==> config.mk <==
export PLATFORM = sky130hd
export DESIGN_NAME = max30003_ecg_reader
export DESIGN_NICKNAME = d
export VERILOG_FILES = /design/src/rtl/max30003_ecg_reader.sv
export SDC_FILE = /design/constraint.sdc
export NUM_CORES = 1
export LEC_CHECK = 0
export BUFFER_PORTS_ARGS = -buffer_cell sky130_fd_sc_hd__buf_2
export CAP_MARGIN = 5
export CORE_UTILIZATION = 25
export DETAILED_ROUTE_END_ITERATION = 10
export PLACE_DENSITY = 0.49
export SYNTH_ARGS = -nofsm -noshare
export SYNTH_HDL_FRONTEND = slang
export SYNTH_SLANG_ARGS = --single-unit
==> constraint.sdc <==
create_clock -name clk -period 1.8 [get_ports clk]
set_clock_uncertainty 0.2 [all_clocks]
set_input_delay 0 -clock clk [delete_from_list [all_inputs] [get_ports clk]]
set_output_delay 0 -clock clk [all_outputs]
set_load 0.05 [all_outputs]
==> src/rtl/max30003_ecg_reader.sv <==
// MAX30003 command sequencer: power-up init, periodic ECG FIFO polling and drain,
// overflow recovery via FIFO reset. Drives a 32-bit SPI master one frame at a time.
module max30003_ecg_reader #(
  parameter int unsigned POLL_DIV     = 100000,
  parameter int unsigned PWRUP_CYCLES = 1000,
  parameter int unsigned TIMEOUT      = 4096,
  parameter int unsigned MAX_DRAIN    = 32,
  parameter logic [23:0] CFG_GEN      = 24'h081007,
  parameter logic [23:0] CFG_EMUX     = 24'h000000,
  parameter logic [23:0] CFG_ECG      = 24'h805000
) (
  input  logic        clk,
  input  logic        rst_n,
  input  logic        enable,
  output logic        spi_start,
  output logic [31:0] spi_tx_data,
  input  logic [31:0] spi_rx_data,
  input  logic        spi_done,
  output logic [17:0] sample_data,
  output logic [2:0]  sample_etag,
  output logic        sample_valid,
  output logic        init_done,
  output logic        fifo_ovf,
  output logic        spi_err,
  input  logic        flag_clear
);

  localparam int PCW = $clog2(POLL_DIV + 1);
  localparam int UCW = $clog2(PWRUP_CYCLES + 1);
  localparam int TCW = $clog2(TIMEOUT + 1);
  localparam int DCW = $clog2(MAX_DRAIN + 1);
  localparam logic [PCW-1:0] POLL_LAST  = PCW'(POLL_DIV - 1);
  localparam logic [UCW-1:0] PWR_LAST   = UCW'(PWRUP_CYCLES - 1);
  localparam logic [TCW-1:0] TO_LAST    = TCW'(TIMEOUT - 1);
  localparam logic [DCW-1:0] DRAIN_LAST = DCW'(MAX_DRAIN - 1);

  typedef enum logic [3:0] {
    PWRUP, INIT_ISSUE, INIT_WAIT, IDLE, RD_ISSUE, RD_WAIT, PARSE, FRST_ISSUE, FRST_WAIT
  } state_t;

  state_t         state, state_n;
  logic [UCW-1:0] pwr_cnt, pwr_cnt_n;
  logic [TCW-1:0] wait_cnt, wait_cnt_n;
  logic [PCW-1:0] poll_cnt, poll_cnt_n;
  logic           poll_pend, poll_pend_n;
  logic [DCW-1:0] drain_cnt, drain_cnt_n;
  logic [2:0]     init_idx, init_idx_n;
  logic [20:0]    rx_q, rx_n;  // rx[23:3]: sample in [20:3], ETAG in [2:0]
  logic           start_n, svalid_n, init_done_n, ovf_set, err_set;
  logic [31:0]    tx_n;
  logic [17:0]    sdata_n;
  logic [2:0]     setag_n;
  logic           poll_run, poll_tick;
  logic           unused_rx;

  assign unused_rx = ^{spi_rx_data[31:24], spi_rx_data[2:0]};

  function automatic logic [31:0] init_frame(input logic [2:0] idx);
    case (idx)
      3'd0:    return 32'h1000_0000;
      3'd1:    return {8'h20, CFG_GEN};
      3'd2:    return {8'h28, CFG_EMUX};
      3'd3:    return {8'h2A, CFG_ECG};
      default: return 32'h1200_0000;
    endcase
  endfunction

  always_comb begin
    state_n     = state;
    pwr_cnt_n   = pwr_cnt;
    wait_cnt_n  = wait_cnt;
    poll_cnt_n  = poll_cnt;
    poll_pend_n = poll_pend;
    drain_cnt_n = drain_cnt;
    init_idx_n  = init_idx;
    rx_n        = rx_q;
    start_n     = 1'b0;
    tx_n        = spi_tx_data;
    sdata_n     = sample_data;
    setag_n     = sample_etag;
    svalid_n    = 1'b0;
    init_done_n = init_done;
    ovf_set     = 1'b0;
    err_set     = 1'b0;

    // Poll timebase free-runs while enabled so poll starts stay POLL_DIV apart
    // regardless of read duration; a wrap seen while busy is remembered.
    poll_run  = init_done && enable;
    poll_tick = poll_run && (poll_cnt == POLL_LAST);
    if (!poll_run || poll_tick) poll_cnt_n = '0;
    else                        poll_cnt_n = poll_cnt + 1'b1;
    if (!enable)                         poll_pend_n = 1'b0;
    else if (poll_tick && state != IDLE) poll_pend_n = 1'b1;

    case (state)
      PWRUP: begin
        if (pwr_cnt == PWR_LAST) begin
          state_n    = INIT_ISSUE;
          init_idx_n = '0;
        end else begin
          pwr_cnt_n = pwr_cnt + 1'b1;
        end
      end
      INIT_ISSUE: begin
        start_n    = 1'b1;
        tx_n       = init_frame(init_idx);
        wait_cnt_n = '0;
        state_n    = INIT_WAIT;
      end
      INIT_WAIT: begin
        if (spi_done) begin
          if (init_idx == 3'd4) begin
            init_done_n = 1'b1;
            state_n     = IDLE;
          end else begin
            init_idx_n = init_idx + 1'b1;
            state_n    = INIT_ISSUE;
          end
        end else if (wait_cnt == TO_LAST) begin
          err_set = 1'b1;
          state_n = INIT_ISSUE;
        end else begin
          wait_cnt_n = wait_cnt + 1'b1;
        end
      end
      IDLE: begin
        if (enable && (poll_tick || poll_pend)) begin
          state_n     = RD_ISSUE;
          drain_cnt_n = '0;
          poll_pend_n = 1'b0;
        end
      end
      RD_ISSUE: begin
        start_n    = 1'b1;
        tx_n       = 32'h4300_0000;
        wait_cnt_n = '0;
        state_n    = RD_WAIT;
      end
      RD_WAIT: begin
        if (spi_done) begin
          rx_n    = spi_rx_data[23:3];
          state_n = PARSE;
        end else if (wait_cnt == TO_LAST) begin
          err_set = 1'b1;
          state_n = IDLE;
        end else begin
          wait_cnt_n = wait_cnt + 1'b1;
        end
      end
      PARSE: begin
        state_n = IDLE;
        case (rx_q[2:0])
          3'b000, 3'b001: begin
            svalid_n    = 1'b1;
            drain_cnt_n = drain_cnt + 1'b1;
            if (drain_cnt < DRAIN_LAST && enable) state_n = RD_ISSUE;
          end
          3'b010, 3'b011: svalid_n = 1'b1;
          3'b111: begin
            ovf_set = 1'b1;
            state_n = FRST_ISSUE;
          end
          default: ;
        endcase
        if (svalid_n) begin
          sdata_n = rx_q[20:3];
          setag_n = rx_q[2:0];
        end
      end
      FRST_ISSUE: begin
        start_n    = 1'b1;
        tx_n       = 32'h1400_0000;
        wait_cnt_n = '0;
        state_n    = FRST_WAIT;
      end
      FRST_WAIT: begin
        if (spi_done) begin
          state_n = IDLE;
        end else if (wait_cnt == TO_LAST) begin
          err_set = 1'b1;
          state_n = IDLE;
        end else begin
          wait_cnt_n = wait_cnt + 1'b1;
        end
      end
      default: state_n = PWRUP;
    endcase
  end

  always_ff @(posedge clk or negedge rst_n) begin
    if (!rst_n) begin
      state        <= PWRUP;
      pwr_cnt      <= '0;
      wait_cnt     <= '0;
      poll_cnt     <= '0;
      poll_pend    <= 1'b0;
      drain_cnt    <= '0;
      init_idx     <= '0;
      rx_q         <= '0;
      spi_start    <= 1'b0;
      spi_tx_data  <= '0;
      sample_data  <= '0;
      sample_etag  <= '0;
      sample_valid <= 1'b0;
      init_done    <= 1'b0;
      fifo_ovf     <= 1'b0;
      spi_err      <= 1'b0;
    end else begin
      state        <= state_n;
      pwr_cnt      <= pwr_cnt_n;
      wait_cnt     <= wait_cnt_n;
      poll_cnt     <= poll_cnt_n;
      poll_pend    <= poll_pend_n;
      drain_cnt    <= drain_cnt_n;
      init_idx     <= init_idx_n;
      rx_q         <= rx_n;
      spi_start    <= start_n;
      spi_tx_data  <= tx_n;
      sample_data  <= sdata_n;
      sample_etag  <= setag_n;
      sample_valid <= svalid_n;
      init_done    <= init_done_n;
      fifo_ovf     <= ovf_set | (fifo_ovf & ~flag_clear);
      spi_err      <= err_set | (spi_err & ~flag_clear);
    end
  end

endmodule

Yosys cells after proc, flatten, opt, wreduce, memory -nomap -nowiden
Cells that the tools add are included.
{"block": "word_totals", "reg_bits": 133, "output_inout_bits": 58, "wordCells": 120}
{"block": "op_classes", "n_addsub": 5, "magnitude_cmp": 1, "eq_ne": 28, "muxes": 37, "n_bitwise": 6, "n_reduce_logical": 27}
{"operator": "one-hot mux 30 bit (4 select lines)", "n": 1}
{"operator": "one-hot mux 32 bit (3 select lines)", "n": 1}
{"operator": "one-hot mux 4 bit (9 select lines)", "n": 1}
{"operator": "2-to-1 mux 4 bit", "n": 7}
{"operator": "2-to-1 mux 13 bit", "n": 2}
{"operator": "one-hot mux 13 bit (2 select lines)", "n": 1}
{"operator": "adder 17 x 1 -> 17 bit (second input constant)", "n": 1}
{"operator": "== test 17 bit (second input constant)", "n": 1}
{"operator": "2-to-1 mux 17 bit", "n": 1}
{"operator": "== test 4 x 3 -> 1 bit (second input constant)", "n": 4}
{"operator": "adder 13 x 1 -> 13 bit (second input constant)", "n": 1}
{"operator": "== test 13 x 12 -> 1 bit (second input constant)", "n": 1}
{"operator": "2-to-1 mux 1 bit", "n": 13}
{"operator": "== test 3 x 2 -> 1 bit (second input constant)", "n": 4}
{"operator": "2-to-1 mux 3 bit", "n": 4}
{"operator": "2-to-1 mux 6 bit", "n": 2}
{"operator": "!= test 2 bit (second input constant)", "n": 6}
{"operator": "one-hot mux 3 bit (2 select lines)", "n": 2}
{"operator": "one-hot mux 6 bit (2 select lines)", "n": 1}
{"operator": "AND reduction 3 bit", "n": 4}
{"operator": "adder 10 x 1 -> 10 bit (second input constant)", "n": 1}
{"operator": "== test 10 bit (second input constant)", "n": 1}
{"operator": "== test 4 x 2 -> 1 bit (second input constant)", "n": 2}
{"operator": "adder 6 x 1 -> 6 bit (second input constant)", "n": 1}
{"operator": "other kinds (25)", "n": 41}

Longest topological paths before layout
{"block": "logic_depth", "word_depth": 7, "ltp_mapped": 7, "depth_no_buf": 6}

Worst setup path after synthesis
OpenSTA, ideal clock, no wires.
{"block": "synth_path", "path_type": "register -> register", "start": "register state[1]", "end": "register pwr_cnt[1]", "setup_ns": 0.128, "arrival_time_ns": 1.662, "setup_slack_ns": -0.190, "path_stages_with_launch": 6, "period_less_slack_ns": 1.990, "cell_sequence": "dfrtp_1 > buf_6 > or4_4 > buf_6 > a31oi_4 > mux2_1"}
{"block": "synth_between", "elab_chain_len": 2}
{"element": "from (decl)", "line": "41", "rtl": "state_t state, state_n;"}
{"element": "from (signal assigned)", "line": "209", "rtl": "state <= state_n;"}
{"element": "logical NOT 4 bit", "line": "95", "rtl": "case (state)"}
{"element": "AND reduction 2 bit (no line)"}
{"element": "to (signal assigned)", "line": "210", "rtl": "pwr_cnt <= pwr_cnt_n;"}
{"element": "to (decl)", "line": "42", "rtl": "logic [UCW-1:0] pwr_cnt, pwr_cnt_n;"}
Every way passes these cells.
A chain may end at the register's enable or synchronous reset.

Final worst setup path
{"block": "layout_path", "start": "register state[2]", "end": "register pwr_cnt[1]"}
The elaborated chain is that of the path after synthesis.

==> metrics <==
status complete, but fails checks; failing checks negative setup slack; CTS tree done; commonest non-fill, non-tap cell in the layout dfrtp_1; simple-gate area share of the yosys netlist between 10% and 20%; final hold violation count 0; CP Data Required Time between 1.5 and 2 ns; Setup TNS Final -2.84 ns; Register-to-Register Path Depth 3; Synth cell types 70; Pwr Total approximately 4.8 mW; drt pass-1 iters 4; type of the worst setup path reg2reg; WL/cell 14.3 um; drt drc 0; fin crit share 108%; post-synthesis adder-cell area fraction 1.82%; r2r startpoint state[2]; Post-Syn Area per Cell 11.1 um^2; Yosys warnings 0; Hold WC Path Type in2reg; Crit path max-delay family simple AND/OR/NAND/NOR gates; Worst-path clk slew ~0.08 ns; hold path start spi_rx_data[10]; P&R area growth vs syn 43.7%; minimum clock period between 1.5 and 2 ns; CP Launch Type register; Final WS setup -0.147 ns; Final Slew Violations 0; power per cell area between 600 and 700 nW/um^2; critical path data arrival time between 1.5 and 2 ns; max_cap viols 0; most frequent cells in the layout dfrtp_1, buf_4, buf_2; remaining global-route overflow 0; RSZ-0062 raised after global routing yes; detailed placement HPWL ~9000 um; Fillers 2100; Clock Latency Late Sink roughly 0.36 ns; top_reg_cell synth dfrtp_1; total track usage between 10% and 20%; first-pass GRT wire length about 21000 um; Hold Crit Depth 3; layout cell share with drive strength beyond 1 between 40 and 50%; number of synthesized flops with an enable pin 0; # clock sinks 110; number of global-route vias before repair between 4000 and 5000; fmax around 510 MHz; antenna cell count 0; Vias/cell about 4.6; main combinational cell family by area after synthesis simple AND/OR/NAND/NOR gates; WP buf/inv 0; busiest grt layer met2; # nets final around 700; DR iter-0 viols between 150 and 200; crit-path cells or4_4, a31oi_4, mux2_4; XOR/XNOR Fraction of Synth Area roughly 3.7%; CTS buffer count 9; post-route antenna net violation count 0; die area ~23000 um^2; CP peak stage delay a little under 0.6 ns; clk buf depth 2; CP endpoint kind register; asr flop ratio synth between 90% and 100%; reg-to-reg setup timing slack -0.15 ns; I/O Pins 95; Hold EP rx_q[7]; count of input and output buffers 65; Mapped Area 5500 um^2; sequential area share after synthesis around half; GP Congestion ~0.8; leakage power total 3.54 nW; largest net degree at the start of global routing between 40 and 50; routed wire length approximately 14000 um; initial antenna violation count 0; Crit-path slowest cell or4_4; Synth Area in Compound Gates 10.5%; register bit total from synthesis 110; maximum VDD drop 0.434 mV; H-Tree Depth 3; M3 GR Usage under 10%; met1 Resource Use GR between 10% and 20%; Gate Count Post-Synth slightly below 500; crit path max fanout 6; # rows 53; Die Height 150 um; Reg2Reg Capture Point pwr_cnt[1]; M2 GR Usage 20.4%; Die X around 150 um; Core Region 21300 um^2; Final setup viols 73; Root Driver clkbuf_16; starting density of the core between 20% and 30%; mux contribution to synthesized area 10.8%; Placement Setup Slack -0.152 ns; Vias 4333
## how the worst max path moves through the flow
| stage | startpoint | end | slack, ns | depth (start not counted) |
|---|---|---|---|---|
| 2_1_floorplan | state[2] | pwr_cnt[1] | -0.14 | 5 |
| 3_3_place_gp | state[0] | pwr_cnt[9] | -0.12 | 4 |
| 3_5_place_dp | state[0] | pwr_cnt[1] | -0.15 | 3 |
| 4_1_cts | state[2] | pwr_cnt[1] | -0.14 | 3 |
| 5_1_grt | state[3] | wait_cnt[8] | -0.21 | 4 |
| 6_report | state[2] | pwr_cnt[1] | -0.15 | 3 |
## state kept, by name (all words and copies together), names as in the netlist
name and cells:
spi_err 1, sample_etag 3, sample_data 18, wait_cnt 13
spi_tx_data 9, poll_cnt 17, state 4, spi_start 1
init_done 1, pwr_cnt 10, rx_q 21, poll_pend 1
sample_valid 1, drain_cnt 6, init_idx 3, fifo_ovf 1
## final cells by class
| class | instances | area, um^2 | area share (%) |
|---|---|---|---|
| multi-input combinational | 340 | 2960 | 37.5 |
| sequential | 110 | 2760 | 34.9 |
| timing repair buffer | 185 | 1480 | 18.6 |
| tap | 275 | 344 | 4.35 |
| clock buffer | 9 | 225 | 2.85 |
| clock inverter | 7 | 77.6 | 0.981 |
| inverter | 17 | 66.3 | 0.838 |
## worst min-delay path, stage by stage
cell,delay (ns)
dlygate4sd3_1,0.51
buf_2,0.09
mux2_2,0.12
## report_power, final
part                   switching, mW  internal, mW
Clock                          0.953          1.10
Combinational                  0.161        0.0713
Sequential     0.0000000000000000955          2.47
## cell families (layout without fill, tap and decap cells)
group / Yosys count / after routing
adders and majority gates: 8 / 8
buffers and inverters: 63 / 218
DFF: 110 / 110
other: 1 / 18
muxes: 54 / 54
and+or+nand+nor: 152 / 152
AOI/OAI and AO/OA: 85 / 85
xor gates and xnor gates: 23 / 23
## timing repair
action / 4_1_cts / 5_1_grt
hold endpoints to repair: 167 / 0
setup endpoints to repair: 77 / 99
gates cloned: 1 / 4
buffers inserted: 9 / 2
pin swaps: 18 / 33
gates resized for setup: 43 / 74
hold buffers: 26 / 0
## synthesized netlist by cell type (6+ instances only)
master / n / area share [%]
xor2_1: 10 / 1.6
dfrtp_1: 110 / 50
buf_4: 23 / 3.1
mux2i_1: 12 / 2.2
clkbuf_1: 10 / 0.68
inv_1: 17 / 1.2
xnor2_1: 13 / 2.1
nor2_1: 28 / 1.9
nand2_1: 31 / 2.1
nor4_1: 9 / 1.0
nand2b_1: 6 / 0.68
mux2_2: 41 / 8.4
ha_1: 8 / 1.8
nand4_1: 12 / 1.4
nand3_1: 16 / 1.5
a21oi_1: 16 / 1.5
o21ai_0: 22 / 2.0
nor3_1: 6 / 0.55
o21bai_1: 6 / 0.82
buf_2: 11 / 1.0
## metrics by stage
step                      hold WS [ns]  area [um^2]  std cells  utilization, %
after global routing             0.203         7910        943            37.2
after detailed placement        -0.239         6640        886            31.2
after CTS                        0.183         7480        937            35.2
final                            0.204         7910        943            37.2
after floorplan                 -0.496         5630        513               -
after global placement          -0.242         6640        886            31.2
## routing by layer
layer	up-vias	part of all wire, %	routed length, um
met5	-	0	0
met4	0	1.1	153
met3	12	2.6	354
met2	64	52	7010
met1	2167	44	6020
li1	2090	-	-
Power figures use the tool's default switching activity.
